**config.mk**
```make
export PLATFORM = sky130hd
export DESIGN_NAME = simon_tempo_ctrl_flat
export DESIGN_NICKNAME = d
export VERILOG_FILES = /design/src/rtl/simon_tempo_ctrl_if.sv /design/src/rtl/simon_tempo_ctrl.sv /design/src/flat_wrapper.sv
export SDC_FILE = /design/constraint.sdc
export NUM_CORES = 1
export LEC_CHECK = 0
export ABC_CLOCK_PERIOD_IN_PS = 3590
export CAP_MARGIN = 20
export CELL_PAD_IN_SITES_DETAIL_PLACEMENT = 1
export CELL_PAD_IN_SITES_GLOBAL_PLACEMENT = 1
export CORE_MARGIN = 5
export CORE_UTILIZATION = 46
export DETAILED_ROUTE_END_ITERATION = 10
export HOLD_SLACK_MARGIN = 0.15
export MAX_ROUTING_LAYER = met4
export PLACE_DENSITY_LB_ADDON = 0.1
export RECOVER_POWER = 100
export SLEW_MARGIN = 20
export SYNTH_ARGS = -nofsm -noshare
export SYNTH_HDL_FRONTEND = slang
export SYNTH_SLANG_ARGS = --single-unit
```
**constraint.sdc**
```tcl
create_clock -name clkin -period 3.59 [get_ports clkin]
set_input_delay 0.718 -clock clkin [delete_from_list [all_inputs] [get_ports clkin]]
set_output_delay 0.718 -clock clkin [all_outputs]
set_load 0.005 [all_outputs]
```
**src/rtl/simon_tempo_ctrl_if.sv**
```systemverilog
// Control/status bundle between the Simon game FSM and the playback tempo sequencer.
interface simon_tempo_ctrl_if;
  logic       start;
  logic       abort;
  logic [4:0] count;
  logic [3:0] level;
  logic [4:0] step;
  logic       led_on;
  logic       busy;
  logic       done;
  logic       tick;

  // Game FSM side: issues requests, observes pacing.
  modport master (
    output start, abort, count, level,
    input  step, led_on, busy, done, tick
  );

  // Sequencer side.
  modport slave (
    input  start, abort, count, level,
    output step, led_on, busy, done, tick
  );
endinterface

```
**src/rtl/simon_tempo_ctrl.sv**
```systemverilog
// Simon playback tempo sequencer: prescaled base tick, per-step LED-on phase
// followed by a gap, with phase lengths that shrink with difficulty level.
module simon_tempo_ctrl #(
  parameter int unsigned TICK_DIV  = 100000,
  parameter int unsigned ON_BASE   = 400,
  parameter int unsigned OFF_BASE  = 200,
  parameter int unsigned ON_STEP   = 25,
  parameter int unsigned OFF_STEP  = 10,
  parameter int unsigned MIN_TICKS = 50
) (
  input  logic                 clkin,
  input  logic                 rst,
  simon_tempo_ctrl_if.slave    bus
);

  localparam int unsigned PW = $clog2(TICK_DIV);
  localparam int unsigned TW = 16;
  localparam int unsigned SW = 5;

  localparam logic [PW-1:0] PRESC_LAST = PW'(TICK_DIV - 1);
  localparam logic [TW-1:0] ON_BASE_W  = TW'(ON_BASE);
  localparam logic [TW-1:0] OFF_BASE_W = TW'(OFF_BASE);
  localparam logic [TW-1:0] MIN_W      = TW'(MIN_TICKS);

  typedef enum logic [1:0] {
    S_IDLE = 2'd0,
    S_ON   = 2'd1,
    S_OFF  = 2'd2,
    S_DONE = 2'd3
  } state_e;

  state_e        state_q;
  logic [PW-1:0] presc_q;
  logic [TW-1:0] timer_q;
  logic [TW-1:0] on_ticks_q;
  logic [TW-1:0] off_ticks_q;
  logic [SW-1:0] count_q;
  logic [SW-1:0] step_q;
  logic          led_on_q;
  logic          busy_q;
  logic          done_q;
  logic          tick_q;

  logic [TW-1:0] on_red;
  logic [TW-1:0] off_red;
  logic [TW-1:0] on_ticks_d;
  logic [TW-1:0] off_ticks_d;
  logic          tick_evt;
  logic          timer_last;
  logic          last_step;

  // Level-scaled phase lengths, floored; compare first so a large level cannot wrap.
  always_comb begin
    on_red      = TW'(bus.level) * TW'(ON_STEP);
    off_red     = TW'(bus.level) * TW'(OFF_STEP);
    on_ticks_d  = MIN_W;
    off_ticks_d = MIN_W;
    if (ON_BASE_W > on_red) begin
      if ((ON_BASE_W - on_red) >= MIN_W) begin
        on_ticks_d = ON_BASE_W - on_red;
      end
    end
    if (OFF_BASE_W > off_red) begin
      if ((OFF_BASE_W - off_red) >= MIN_W) begin
        off_ticks_d = OFF_BASE_W - off_red;
      end
    end
  end

  // Base-tick event and phase-expiry qualifiers.
  always_comb begin
    tick_evt   = (presc_q == PRESC_LAST);
    timer_last = (timer_q == TW'(1));
    last_step  = (step_q == SW'(count_q - SW'(1)));
  end

  // Sequencer state, prescaler, phase timer and registered outputs.
  always_ff @(posedge clkin) begin
    if (rst) begin
      state_q     <= S_IDLE;
      presc_q     <= '0;
      timer_q     <= '0;
      on_ticks_q  <= '0;
      off_ticks_q <= '0;
      count_q     <= '0;
      step_q      <= '0;
      led_on_q    <= 1'b0;
      busy_q      <= 1'b0;
      done_q      <= 1'b0;
      tick_q      <= 1'b0;
    end else begin
      // Free-running prescaler; transitions below restart it on a tick boundary.
      tick_q  <= tick_evt;
      presc_q <= tick_evt ? '0 : PW'(presc_q + PW'(1));
      done_q  <= 1'b0;

      unique case (state_q)
        S_IDLE: begin
          if (bus.start && !bus.abort) begin
            presc_q     <= '0;
            on_ticks_q  <= on_ticks_d;
            off_ticks_q <= off_ticks_d;
            count_q     <= bus.count;
            step_q      <= '0;
            busy_q      <= 1'b1;
            if (bus.count != '0) begin
              state_q  <= S_ON;
              led_on_q <= 1'b1;
              timer_q  <= on_ticks_d;
            end else begin
              state_q <= S_DONE;
              done_q  <= 1'b1;
            end
          end
        end

        S_ON: begin
          if (bus.abort) begin
            state_q  <= S_IDLE;
            led_on_q <= 1'b0;
            busy_q   <= 1'b0;
            step_q   <= '0;
          end else if (tick_evt) begin
            if (timer_last) begin
              presc_q  <= '0;
              led_on_q <= 1'b0;
              if (last_step) begin
                state_q <= S_DONE;
                done_q  <= 1'b1;
              end else begin
                state_q <= S_OFF;
                timer_q <= off_ticks_q;
              end
            end else begin
              timer_q <= TW'(timer_q - TW'(1));
            end
          end
        end

        S_OFF: begin
          if (bus.abort) begin
            state_q  <= S_IDLE;
            led_on_q <= 1'b0;
            busy_q   <= 1'b0;
            step_q   <= '0;
          end else if (tick_evt) begin
            if (timer_last) begin
              presc_q  <= '0;
              state_q  <= S_ON;
              led_on_q <= 1'b1;
              step_q   <= SW'(step_q + SW'(1));
              timer_q  <= on_ticks_q;
            end else begin
              timer_q <= TW'(timer_q - TW'(1));
            end
          end
        end

        S_DONE: begin
          state_q <= S_IDLE;
          busy_q  <= 1'b0;
          if (bus.abort) begin
            step_q <= '0;
          end
        end

        default: begin
          state_q  <= S_IDLE;
          led_on_q <= 1'b0;
          busy_q   <= 1'b0;
        end
      endcase
    end
  end

  assign bus.step   = step_q;
  assign bus.led_on = led_on_q;
  assign bus.busy   = busy_q;
  assign bus.done   = done_q;
  assign bus.tick   = tick_q;

endmodule
```
**src/flat_wrapper.sv**
```systemverilog
// flat-port wrapper written by rule: the top's interface ports become plain ports
module simon_tempo_ctrl_flat 
#(
  parameter int unsigned TICK_DIV  = 100000,
  parameter int unsigned ON_BASE   = 400,
  parameter int unsigned OFF_BASE  = 200,
  parameter int unsigned ON_STEP   = 25,
  parameter int unsigned OFF_STEP  = 10,
  parameter int unsigned MIN_TICKS = 50
)
  (clkin, rst, bus_start, bus_abort, bus_count, bus_level, bus_step, bus_led_on, bus_busy, bus_done, bus_tick);
  simon_tempo_ctrl_if bus_i ();
  input  logic clkin;
  input  logic rst;
  input wire logic [$bits(bus_i.start)-1:0] bus_start;
  input wire logic [$bits(bus_i.abort)-1:0] bus_abort;
  input wire logic [$bits(bus_i.count)-1:0] bus_count;
  input wire logic [$bits(bus_i.level)-1:0] bus_level;
  output wire logic [$bits(bus_i.step)-1:0] bus_step;
  output wire logic [$bits(bus_i.led_on)-1:0] bus_led_on;
  output wire logic [$bits(bus_i.busy)-1:0] bus_busy;
  output wire logic [$bits(bus_i.done)-1:0] bus_done;
  output wire logic [$bits(bus_i.tick)-1:0] bus_tick;
  assign bus_i.start = bus_start;
  assign bus_i.abort = bus_abort;
  assign bus_i.count = bus_count;
  assign bus_i.level = bus_level;
  assign bus_step = bus_i.step;
  assign bus_led_on = bus_i.led_on;
  assign bus_busy = bus_i.busy;
  assign bus_done = bus_i.done;
  assign bus_tick = bus_i.tick;
  simon_tempo_ctrl #(.TICK_DIV(TICK_DIV), .ON_BASE(ON_BASE), .OFF_BASE(OFF_BASE), .ON_STEP(ON_STEP), .OFF_STEP(OFF_STEP), .MIN_TICKS(MIN_TICKS)) u_core (.clkin(clkin), .rst(rst), .bus(bus_i));
endmodule
```
-- Word-level counts from Yosys, hierarchy flattened
Index checks and enable logic that the tools add are counted.
- bits in registers: 81
- bits of input ports: 13
- output and inout bits: 9
- word-level logic and storage cells: 110
- $add $sub $neg: 6
- $mul: 2
- magnitude comparators: 4
- equality and inequality tests: 19
- mux-type cells: 55
- reductions and logical operators: 13
- operator list (operator ; count):
    two-way mux 16 bit ; 13
    two-way mux 17 bit ; 5
    one-hot mux 16 bit (3 select lines) ; 1
    one-hot mux 17 bit (2 select lines) ; 1
    >= comparator 16 x 6 -> 1 bit, second input constant ; 2
    two-way mux 5 bit ; 5
    adder 17 x 1 -> 17 bit, second input constant ; 1
    equality test 17 bit, second input constant ; 1
    two-way mux 1 bit ; 17
    equality test 16 x 1 -> 1 bit, second input constant ; 1
    two-way mux 2 bit ; 8
    subtractor 16 x 1 -> 16 bit, second input constant ; 1
    one-hot mux 5 bit (3 select lines) ; 1
    inequality test 2 x 1 -> 1 bit, second input constant ; 6
    inequality test 3 x 2 -> 1 bit, second input constant ; 4
    subtractor 9 x 9 -> 10 bit, first input constant ; 1
    greater-than comparator 9 bit, first input constant ; 1
    multiplier 4 x 5 -> 9 bit, second input constant ; 1
    subtractor 8 x 8 -> 9 bit, first input constant ; 1
    greater-than comparator 8 bit, first input constant ; 1
    one-hot mux 2 bit (4 select lines) ; 1
    AND reduction 8 bit ; 1
    multiplier 4 x 3 -> 7 bit, second input constant ; 1
    AND reduction 7 bit ; 1
    other kinds (18) ; 23

-- Depth between registers and ports, before layout
Gate-level depths: netlist of run 1.
- depth in word-level cells: 8
- depth in mapped cells: 13
- gate-level depth less buffers: 12

-- Worst setup path before layout of run 1
No wires, ideal clock.
- path kind: input-to-reg
- from: in bus_level[0]
- to: reg u_core.timer_q[2]
- arrival time: 3.162 ns
- setup slack: 0.298 ns
- stages on the path: 12
- cells stage by stage: inv_1 ha_1 ha_1 inv_1 fa_1 xor2_1 o211ai_1 o21ai_0 a41oi_4 or2_4 o2111ai_2 a21oi_2
- cells in the longest elaborated chain, start to end: 8
- elaborated cells on any way between the ends: 9
- classes of those cells: add/sub: 1; mul: 1; order compare: 2; mux: 5
- RTL lines (what ; RTL line ; source):
    start: declaration ; flat_wrapper.sv:18 ; input wire logic [$bits(bus_i.level)-1:0] bus_level;
    multiplier 4 x 5 -> 9 bit (*) ; simon_tempo_ctrl.sv:54 ; on_red = TW'(bus.level) * TW'(ON_STEP);
    subtractor 9 x 9 -> 10 bit ; simon_tempo_ctrl.sv:59, simon_tempo_ctrl.sv:60 ;
    >= comparator 16 x 6 -> 1 bit ; simon_tempo_ctrl.sv:59 ; if ((ON_BASE_W - on_red) >= MIN_W) begin
    two-way mux 16 bit ; simon_tempo_ctrl.sv:59 ;
    two-way mux 16 bit (*) ; simon_tempo_ctrl.sv:58 ; if (ON_BASE_W > on_red) begin
    two-way mux 16 bit (*) ; simon_tempo_ctrl.sv:106 ; if (bus.count != '0) begin
    two-way mux 16 bit (*) ; simon_tempo_ctrl.sv:99 ; if (bus.start && !bus.abort) begin
    one-hot mux 16 bit (3 select lines) (*) ; simon_tempo_ctrl.sv:97 ; unique case (state_q)
    end signal: assignment ; simon_tempo_ctrl.sv:109 ; timer_q <= on_ticks_d;
    end signal: assignment ; simon_tempo_ctrl.sv:132 ; timer_q <= off_ticks_q;
    end signal: assignment ; simon_tempo_ctrl.sv:135 ; timer_q <= TW'(timer_q - TW'(1));
    end: declaration ; simon_tempo_ctrl.sv:34 ; logic [TW-1:0] timer_q;
Mark *: on every way between the ends. The rest lies on a longest branch, timed or not. The select of a mux whose other input is x is not followed.
A chain may end at the register's enable or synchronous reset.

-- Worst setup path in the final report of run 1
- from: in bus_level[1]
- to: reg u_core.off_ticks_q[4]
- cells in the longest elaborated chain, start to end: 5
- elaborated cells on any way between the ends: 6
- classes of those cells: add/sub: 1; mul: 1; order compare: 2; mux: 2
- RTL lines (what ; RTL line ; source):
    multiplier 4 x 3 -> 7 bit (*) ; simon_tempo_ctrl.sv:55 ; off_red = TW'(bus.level) * TW'(OFF_STEP);
    subtractor 8 x 8 -> 9 bit ; simon_tempo_ctrl.sv:64, simon_tempo_ctrl.sv:65 ;
    >= comparator 16 x 6 -> 1 bit ; simon_tempo_ctrl.sv:64 ; if ((OFF_BASE_W - off_red) >= MIN_W) begin
    two-way mux 16 bit ; simon_tempo_ctrl.sv:64 ;
    two-way mux 16 bit (*) ; simon_tempo_ctrl.sv:63 ; if (OFF_BASE_W > off_red) begin
    end signal: assignment ; simon_tempo_ctrl.sv:102 ; off_ticks_q <= off_ticks_d;
    end: declaration ; simon_tempo_ctrl.sv:36 ; logic [TW-1:0] off_ticks_q;
Mark *: on every way between the ends. The rest lies on a longest branch, timed or not.

==> reports/results.tsv, run 1 <==
stage	metric	value	unit
yosys	Post-synth top flop	dfxtp_1	
global_route	first-pass GRT wire length	20400	µm
cts	CTS resizes	0	
cts	Worst-path clk slew	0.08	ns
detailed_routing	Remaining DRCs	0	
sta	final setup violation count	0	
yosys	syn_nets	572	
final_layout	final core occ	53.5	%
critical_path	Worst Setup Start Kind	input port	
floorplan	die area	11400	µm²
placement	PortBufs	21	
power_and_ir_drop	Comb pwr share	37.2	%
global_route	gr usage total	22.7	%
sta	Slew Limit Fails	0	
detailed_routing	initial drt markers	202	
power_and_ir_drop	switching power	976	µW
floorplan	I/O pins	22	
global_route	Congestion Overflow GR	0	
yosys	number of synthesized flops with an enable pin	0	
cts	TritonCTS clock tree	yes	
global_route	vias in the first global route	4120	
hold_path	Min-Delay Path Class	register to register	
status	status	finished, final reports clean	
critical_path	Crit path arrival time	3.58	ns
yosys	area share of and/or/nand/nor cells after synthesis	25.5	%
detailed_routing	overall routed net length	12100	µm
final_layout	ANT cells	0	
critical_path	CP Class	input port to register	
final_layout	Area Growth Syn to Fin	14.1	%
power_and_ir_drop	leakage power	1.88	nW
final_layout	fillers	1120	
final_layout	Cell Count, Final, Fillers Out	679	
global_route	initial antenna violation count	0	
power_and_ir_drop	switching share of total power	39.3	%
yosys	Yosys warning total	0	
yosys	asr flop ratio synth	0	%
yosys	Mapped Area	4290	µm²
placement	GPL Wtd Cong	0.870	
critical_path	Worst Setup SP	bus_level[1]	
cts	Worst-Skew Late Latency	0.36	ns
cts	clock root cell	clkbuf_8	
power_and_ir_drop	sequential share of power	36.3	%
yosys	sequential area share after synthesis	31.3	%
sta	worst slew pin tran	0.799	ns
hold_path	Hold Startpoint	u_core.on_ticks_q[2]	
placement	post-placement cell area	4730	µm²
critical_path	CP Data Required Time	3.84	ns
critical_path	FF-to-FF setup slack	0.51	ns
detailed_routing	WL/cell	17.8	µm
flow_run	Max Cap Violations	0	
yosys	Synth Register Bits	67	
sta	Tmin final	3.34	ns
power_and_ir_drop	clock power share	26.5	%
critical_path	worst-path fanout max	4	
global_route	largest net degree at the start of global routing	24	
yosys	main combinational cell family by area after synthesis	simple AND/OR/NAND/NOR gates	
floorplan	FP Rows	35	
cts	clk sinks	67	
yosys	mux contribution to synthesized area	0.700	%
detailed_routing	first-pass detailed-route iteration total	4	
sta	worst clock skew	0.0105	ns
cts	H-tree levels	3	
final_layout	layout cell share with drive strength beyond 1	9.68	%
sta	Fin. Hold Viols	0	
power_and_ir_drop	P_int	1.51	mW
sta	period utilisation layout	92.9	%
placement	DP Cell Count	663	
sta	Final TNS setup	0	ns
yosys	Distinct cells, synth	76	
floorplan	Initial Util	46.9	%
yosys	Synth Instances	529	
sta	RSZ-0062 raised after global routing	false	
power_and_ir_drop	peak supply drop	0.281	mV
floorplan	Die Wd	107	µm
yosys	post-synthesis compound-gate area fraction	21.4	%
yosys	Mapped Avg Cell Area	8.11	µm²
detailed_routing	vias per cell	5.81	
yosys	xor/xnor share of the synthesized area	7.76	%
cts	Post-CTS Setup Inserts	0	
detailed_routing	via count	3945	
critical_path	reg2reg start	u_core.timer_q[0]	
yosys	Post-Synth Adder-Cell Area	9.10	%
cts	cts bufs inserted	9	
cts	Longest Clk Path Bufs	2	
floorplan	height of the die	107	µm
detailed_routing	Antenna Violating Nets Remaining	0	
final_layout	NumNets Final	606	
floorplan	Core Region	9150	µm²
final_layout	post-route cell area	4900	µm²
placement	Post-DP HPWL	9080	µm
cts	Post-CTS Hold Buffers	0	
sta	Relative slew margins	46.8	%
power_and_ir_drop	Pwr Density	507	nW/µm²
critical_path	Critical Path Sink Type	register	
sta	fmax	300	MHz
Yosys cell counts, types with 7 or more instances:
master / count / area (µm²)
and3_1: 7 / 43.8
a31oi_1: 7 / 43.8
nand4_1: 7 / 43.8
nand2_1: 61 / 229
ha_1: 28 / 350
clkbuf_1: 15 / 56.3
nand3_1: 18 / 90.1
o21ai_0: 21 / 105
a21oi_1: 34 / 170
nor3_1: 14 / 70.1
xor2_1: 20 / 175
nor2_1: 56 / 210
o22ai_1: 7 / 43.8
inv_1: 25 / 93.8
dfxtp_1: 67 / 1340
xnor2_1: 18 / 158
critical path, cell delays in order:
cell and delay [ns]:
clkdlybuf4s50_1 0.42, clkbuf_4 0.14, ha_1 0.29, ha_1 0.18, inv_1 0.06, fa_1 0.54
nor3b_1 0.33, mux2i_1 0.23, o22ai_1 0.10, o211ai_1 0.20, nand2_1 0.12, o221a_2 0.25
power by group through the flow:
stage | Combinational, mW | Sequential (mW) | Clock, mW
after global placement | 0.895 | 0.914 | 0
final | 0.924 | 0.903 | 0.658
after CTS | 0.938 | 0.902 | 0.665
after detailed placement | 0.927 | 0.919 | 0
after floorplan | 0.678 | 0.894 | 0
after global routing | 1.03 | 0.913 | 0.697
sequential cells by signal, summed over array words and instances (netlist names):
register,count
u_core.bus.busy,1
u_core.bus.done,1
u_core.bus.led_on,1
u_core.bus.step,5
u_core.bus.tick,1
u_core.count_q,5
u_core.off_ticks_q,8
u_core.on_ticks_q,10
u_core.presc_q,17
u_core.state_q,2
u_core.timer_q,16
through the flow:
stage               power (mW)  hold slack [ns]  setup WS (ns)
floorplan                 1.57            0.430          0.298
global placement          1.81            0.440         0.0324
detailed placement        1.85            0.451         -0.104
CTS                       2.51            0.463          0.266
global route              2.64            0.474        0.00548
finish                    2.48            0.463          0.253
metal layers:
layer	wire length (µm)	share of wire (%)	GRT usage, %	vias up
met1	5720	47	28.3	1921
met5	0	0	-	-
met3	303	2.5	4.21	13
met2	5930	49	38.9	43
li1	-	-	-	1968
met4	123	1.0	4.38	0
layout by cell type (no fill, tap or decap), types with 3 or more instances in the layout:
cell / count
a31oi_1: 7
a221oi_1: 3
or2_2: 3
dlygate4sd3_1: 11
nor2_1: 56
dfxtp_1: 67
o211ai_1: 4
or3_1: 6
o22ai_1: 7
clkdlybuf4s50_1: 10
o21ai_0: 22
nand2b_1: 6
a21oi_1: 34
xor2_1: 20
nand3_1: 18
o2111ai_1: 3
nand2_1: 61
xnor2_1: 18
nand4_1: 8
nor4_1: 6
clkbuf_8: 9
buf_4: 20
and4_1: 4
a211oi_1: 5
o21ai_1: 3
mux2i_1: 3
ha_1: 28
a22oi_1: 4
nor3b_1: 6
nor3_1: 15
and3_1: 7
inv_1: 25
area by class of cell:
class | instances | area, µm² | area share [%]
clock buffer | 9 | 124 | 2.53
tap | 111 | 139 | 2.84
sequential | 67 | 1340 | 27.4
clock inverter | 7 | 75.1 | 1.53
inverter | 25 | 93.8 | 1.92
multi-input combinational | 415 | 2740 | 56.0
timing repair buffer | 45 | 383 | 7.82
final timing paths:
path / end / cells past startpoint
hold / removal: u_core.on_ticks_q[2] / 2
hold reg to reg: u_core.on_ticks_q[2] / 2
setup / recovery: u_core.off_ticks_q[4] / 12
setup reg to reg: u_core.timer_q[13] / 7
kinds of logic after synthesis:
family | Yosys count
AO/OA/AOI/OAI | 129
XOR/XNOR | 38
adder cells (fa/ha/maj) | 30
buffers and inverters | 47
flip-flops | 67
multiplexers | 3
AND/OR/NAND/NOR | 215
Note: power is estimated with default switching activity, not from simulation.
==> inputs of run 2 (changes only) <==
PLACE_DENSITY = 0.79   (was default)
PLACE_DENSITY_LB_ADDON = default   (was 0.1)
TNS_END_PERCENT = 1   (was default)
==> run 2 against run 1 <==
- via count increased by 3.2%
- utilization increased by 0.19 points
- largest cell class unchanged
- worst hold slack gained 0.00053 ns
- critical endpoint is now u_core.timer_q[3]
- fmax shrank 1.1%
- sequential share of layout area decreased by 0.098 points
- sequential cell count is the same
- worst setup slack got worse by 0.039 ns
==> reports/results.tsv, run 2 (same netlist as run 1, synthesis figures left out) <==
stage	metric	value	unit
final_layout	NumNets Final	606	
final_layout	layout cell share with drive strength beyond 1	8.98	%
critical_path	worst-path fanout max	3	
placement	GPL Wtd Cong	0.864	
placement	DP Cell Count	663	
cts	Worst-Skew Late Latency	0.35	ns
final_layout	Cell Count, Final, Fillers Out	679	
cts	Longest Clk Path Bufs	2	
floorplan	height of the die	107	µm
global_route	largest net degree at the start of global routing	22	
final_layout	most frequent cells in the layout	dfxtp_1 (67), nand2_1 (61), nor2_1 (56)	
critical_path	Crit path arrival time	3.59	ns
cts	Post-CTS Setup Inserts	0	
critical_path	reg2reg start	u_core.timer_q[0]	
global_route	first-pass GRT wire length	20700	µm
sta	fmax	296	MHz
detailed_routing	via count	4071	
floorplan	die area	11400	µm²
sta	Tmin final	3.38	ns
sta	min setup slack post-route	0.215	ns
detailed_routing	Remaining DRCs	0	
floorplan	I/O pins	22	
hold_path	Hold Startpoint	u_core.on_ticks_q[6]	
critical_path	CP Class	input port to register	
sta	period utilisation layout	94.0	%
global_route	vias in the first global route	4287	
critical_path	Critical Path Sink Type	register	
final_layout	post-route cell area	4910	µm²
detailed_routing	first-pass detailed-route iteration total	4	
status	status	finished, final reports clean	
cts	H-tree levels	3	
final_layout	biggest regs	u_core.presc_q (17), u_core.timer_q (16), u_core.on_ticks_q (10)	
detailed_routing	initial drt markers	195	
floorplan	Core Region	9150	µm²
detailed_routing	Antenna Violating Nets Remaining	0	
sta	worst clock skew	0.0140	ns
placement	Post-DP HPWL	9200	µm
sta	Fin. Hold Viols	0	
detailed_routing	vias per cell	6.00	
final_layout	max reg flops	17	
critical_path	FF-to-FF setup slack	0.42	ns
sta	Relative slew margins	13.0	%
cts	clk sinks	67	
placement	PortBufs	21	
floorplan	Die Wd	107	µm
sta	RSZ-0062 raised after global routing	false	
final_layout	commonest non-fill, non-tap cell in the layout	dfxtp_1	
placement	Setup WS pre-CTS	-0.0699	ns
final_layout	Biggest register	u_core.presc_q	
cts	Worst-path clk slew	0.08	ns
sta	worst slew pin tran	1.30	ns
global_route	Congestion Overflow GR	0	
cts	clock root cell	clkbuf_8	
critical_path	Worst Setup Start Kind	input port	
power_and_ir_drop	Pwr Density	524	nW/µm²
global_route	gr usage total	22.9	%
cts	CTS resizes	0	
power_and_ir_drop	peak supply drop	0.243	mV
flow_run	Max Cap Violations	0	
cts	Post-CTS Hold Buffers	0	
cts	TritonCTS clock tree	yes	
global_route	initial antenna violation count	0	
hold_path	Min-Delay Path Class	register to register	
cts	cts bufs inserted	9	
detailed_routing	overall routed net length	12400	µm
placement	post-placement cell area	4730	µm²
floorplan	FP Rows	35	
final_layout	ANT cells	0	
final_layout	fillers	1134	
floorplan	Initial Util	46.9	%
power_and_ir_drop	Total Power Consumption	2.57	mW
critical_path	CP Data Required Time	3.81	ns
detailed_routing	WL/cell	18.3	µm
power_and_ir_drop	leakage power	1.88	nW
critical_path	Worst Setup SP	bus_level[1]	
sta	final setup violation count	0	
final_layout	Area Growth Syn to Fin	14.6	%
sta	Slew Limit Fails	0	
-- run 2: changes by cell type in the layout (fill, tap and decap cells not counted), sizes merged --
cell,change
clkinv,-2
dlygate4sd3,-1
clkdlybuf4s50,+1
bufinv,+1
clkbuf,-1
buf,+2
-- run 2: path summary, 6_finish.rpt --
kind                     endpoint  cells past startpoint
max             u_core.timer_q[3]                     13
min          u_core.on_ticks_q[6]                      2
max reg2reg    u_core.timer_q[13]                      7
min reg2reg  u_core.on_ticks_q[6]                      2
-- run 2: final cells by class --
cell class                      count  area, µm²  area share, %
Clock inverter                      6       95.1           1.93
Timing Repair Buffer               45        383           7.79
Multi-Input combinational cell    415       2730           55.4
Clock buffer                       10        138           2.80
Inverter                           25       93.8           1.91
Tap cell                          111        139           2.83
Sequential cell                    67       1340           27.3
-- run 2: report_power, final --
group / internal (mW) / switching [mW] / total [mW] / leakage (nW)
Clock: 0.418 / 0.331 / 0.749 / 0.117
Combinational: 0.367 / 0.554 / 0.921 / 1.22
Sequential: 0.813 / 0.0903 / 0.904 / 0.545
-- run 2: per-layer routing --
metal	vias up	global-route usage (%)	part of all wire [%]
met3	16	3.43	3.0
met5	-	-	0
met2	65	40.3	50
li1	1961	-	-
met1	2029	27.4	46
met4	0	6.39	1.3
-- run 2: metrics by stage --
stage	hold WS [ns]	utilization [%]	TNS, ns
6_report	0.463	53.7	0
5_1_grt	0.486	53.7	0
4_1_cts	0.468	54.2	0
3_5_place_dp	0.452	51.6	-0.176
3_3_place_gp	0.440	51.6	0
2_1_floorplan	0.430	-	0
-- run 2: critical path, stage by stage --
cell and delay [ns]:
clkdlybuf4s50_1 0.48, inv_1 0.07, ha_1 0.30, ha_1 0.17, inv_1 0.06, fa_1 0.40
xor2_1 0.21, buf_4 0.16, o221ai_1 0.37, a41oi_4 0.16, or2_4 0.28, o211ai_1 0.10
o22ai_1 0.12
==> inputs of run 3 (changes only) <==
CORE_ASPECT_RATIO = 1.4   (was default)
==> run 3 against run 2 <==
- register-to-register slack worse by 0.03 ns
- largest power group unchanged
- total power is 4.5% higher
- fmax is 0.75% higher
==> reports/results.tsv, run 3 (same netlist as run 1, synthesis figures left out) <==
stage	metric	value	unit
status	status	finished, final reports clean	
floorplan	die area	11400	µm²
cts	cts bufs inserted	9	
final_layout	Seq. cell area	1340	µm²
cts	clk sinks	67	
placement	GPL Wtd Cong	0.885	
sta	period utilisation layout	93.3	%
sta	Fin. Hold Viols	0	
sta	Hold WS	0.468	ns
final_layout	max reg flops	17	
global_route	initial antenna violation count	0	
final_layout	commonest non-fill, non-tap cell in the layout	dfxtp_1	
cts	H-tree levels	3	
sta	Tmin final	3.35	ns
placement	Post-DP HPWL	9390	µm
sta	RSZ-0062 raised after global routing	false	
placement	DP Cell Count	661	
global_route	largest net degree at the start of global routing	30	
final_layout	layout cell share with drive strength beyond 1	9.30	%
cts	clock root cell	clkbuf_16	
detailed_routing	Remaining DRCs	0	
final_layout	fillers	1133	
detailed_routing	initial drt markers	210	
power_and_ir_drop	leakage power	1.93	nW
floorplan	Initial Util	47.3	%
floorplan	FP Rows	41	
critical_path	Crit path arrival time	3.61	ns
global_route	first-pass GRT wire length	21300	µm
final_layout	most frequent cells in the layout	dfxtp_1 (67), nand2_1 (61), nor2_1 (56)	
critical_path	reg2reg start	u_core.timer_q[0]	
critical_path	CP max stage delay	0.48	ns
global_route	Congestion Overflow GR	0	
global_route	gr usage total	23.6	%
detailed_routing	WL/cell	18.5	µm
sta	final setup violation count	0	
placement	PortBufs	21	
critical_path	Worst Setup Start Kind	input port	
final_layout	NumNets Final	608	
final_layout	Biggest register	u_core.presc_q	
critical_path	CP Class	input port to register	
floorplan	height of the die	124	µm
detailed_routing	via count	4083	
floorplan	Die Wd	91.6	µm
cts	Worst-path clk slew	0.05	ns
sta	worst slew pin tran	1.22	ns
floorplan	I/O pins	22	
cts	Worst-Skew Late Latency	0.34	ns
detailed_routing	Antenna Violating Nets Remaining	0	
critical_path	Critical Path Sink Type	register	
final_layout	biggest regs	u_core.presc_q (17), u_core.timer_q (16), u_core.on_ticks_q (10)	
sta	worst clock skew	0.00562	ns
critical_path	Worst Setup SP	bus_level[0]	
floorplan	Core Region	9080	µm²
hold_path	Min-Delay Path Class	register to register	
detailed_routing	first-pass detailed-route iteration total	4	
critical_path	CP Data Required Time	3.85	ns
global_route	vias in the first global route	4402	
cts	TritonCTS clock tree	yes	
power_and_ir_drop	Total Power Consumption	2.69	mW
detailed_routing	overall routed net length	12500	µm
cts	Longest Clk Path Bufs	2	
sta	fmax	298	MHz
critical_path	CP Cell Sequence	clkdlybuf4s50_1 > inv_1 > ha_1 > ha_1 > inv_1 > fa_1 > xor2_1 > nand2_1 > o2111a_1 > a41oi_4 > buf_4 > nand3_1 > a21oi_1	
cts	Post-CTS Hold Buffers	0	
critical_path	worst-path fanout max	6	
final_layout	final core occ	54.9	%
flow_run	Max Cap Violations	0	
hold_path	Hold Startpoint	u_core.on_ticks_q[3]	
power_and_ir_drop	peak supply drop	0.198	mV
final_layout	Multi-input gate area	2730	µm²
detailed_routing	vias per cell	6.03	
sta	Slew Limit Fails	0	
final_layout	Area Growth Syn to Fin	16.3	%
critical_path	Crit-path slowest cell	clkdlybuf4s50_1	
power_and_ir_drop	Pwr Density	539	nW/µm²
final_layout	ANT cells	0	
final_layout	Cell Count, Final, Fillers Out	677	
sta	Relative slew margins	18.5	%
==> run 3: cell count changes in the layout (fill, tap and decap cells not counted), sizes merged <==
cell | before | now
clkbuf | 12 | 18
inv | 27 | 25
buf | 22 | 23
clkinv | 2 | 1
bufinv | 2 | 0
==> run 3: metal layers <==
metal | up-vias | routed length, µm | track usage, %
li1 | 1974 | - | -
met1 | 2015 | 4710 | 23.9
met2 | 62 | 7130 | 44.3
met3 | 32 | 274 | 2.60
met4 | 0 | 420 | 10.8
met5 | - | 0 | -
==> run 3: area by class of cell <==
cell class / count / share of cell area, %
sequential: 67 / 26.9
multi-input combinational: 415 / 54.7
inverter: 25 / 1.88
tap: 107 / 2.68
clock buffer: 15 / 5.77
clock inverter: 1 / 0.100
timing repair buffer: 47 / 7.98
==> run 3: what timing repair did <==
| action | in CTS | in global routing |
|---|---|---|
| setup buffers | 0 | 0 |
| gates resized for setup | 0 | 1 |
| endpoints found under the setup margin | 0 | 2 |
==> run 3: final timing paths <==
path                           to  slack, ns  cells past startpoint
max          u_core.on_ticks_q[2]       0.24                     13
min          u_core.on_ticks_q[3]       0.47                      2
max reg2reg    u_core.bus.step[3]       0.39                      8
min reg2reg  u_core.on_ticks_q[3]       0.47                      2
==> run 3: where the power goes <==
part | total [mW] | leakage (nW) | switching, mW | internal [mW]
registers | 0.906 | 0.545 | 0.0903 | 0.815
logic | 0.927 | 1.23 | 0.550 | 0.377
clock network | 0.855 | 0.146 | 0.313 | 0.542
==> run 3: critical path, delay by kind of cell <==
kind / cells / cell delay (ns)
xor+xnor: 1 / 0.28
buf+inv: 4 / 0.79
simple gates: 2 / 0.24
compound gates: 3 / 0.70
fa+ha+maj: 3 / 0.88
==> run 3: stage by stage <==
stage / TNS [ns] / worst slack (ns) / area (µm²)
5_1_grt: 0 / 0.0167 / 4990
6_report: 0 / 0.240 / 4990
3_5_place_dp: -0.491 / -0.117 / 4740
3_3_place_gp: 0 / 0.0245 / 4740
2_1_floorplan: 0 / 0.298 / 4290
4_1_cts: 0 / 0.232 / 5030
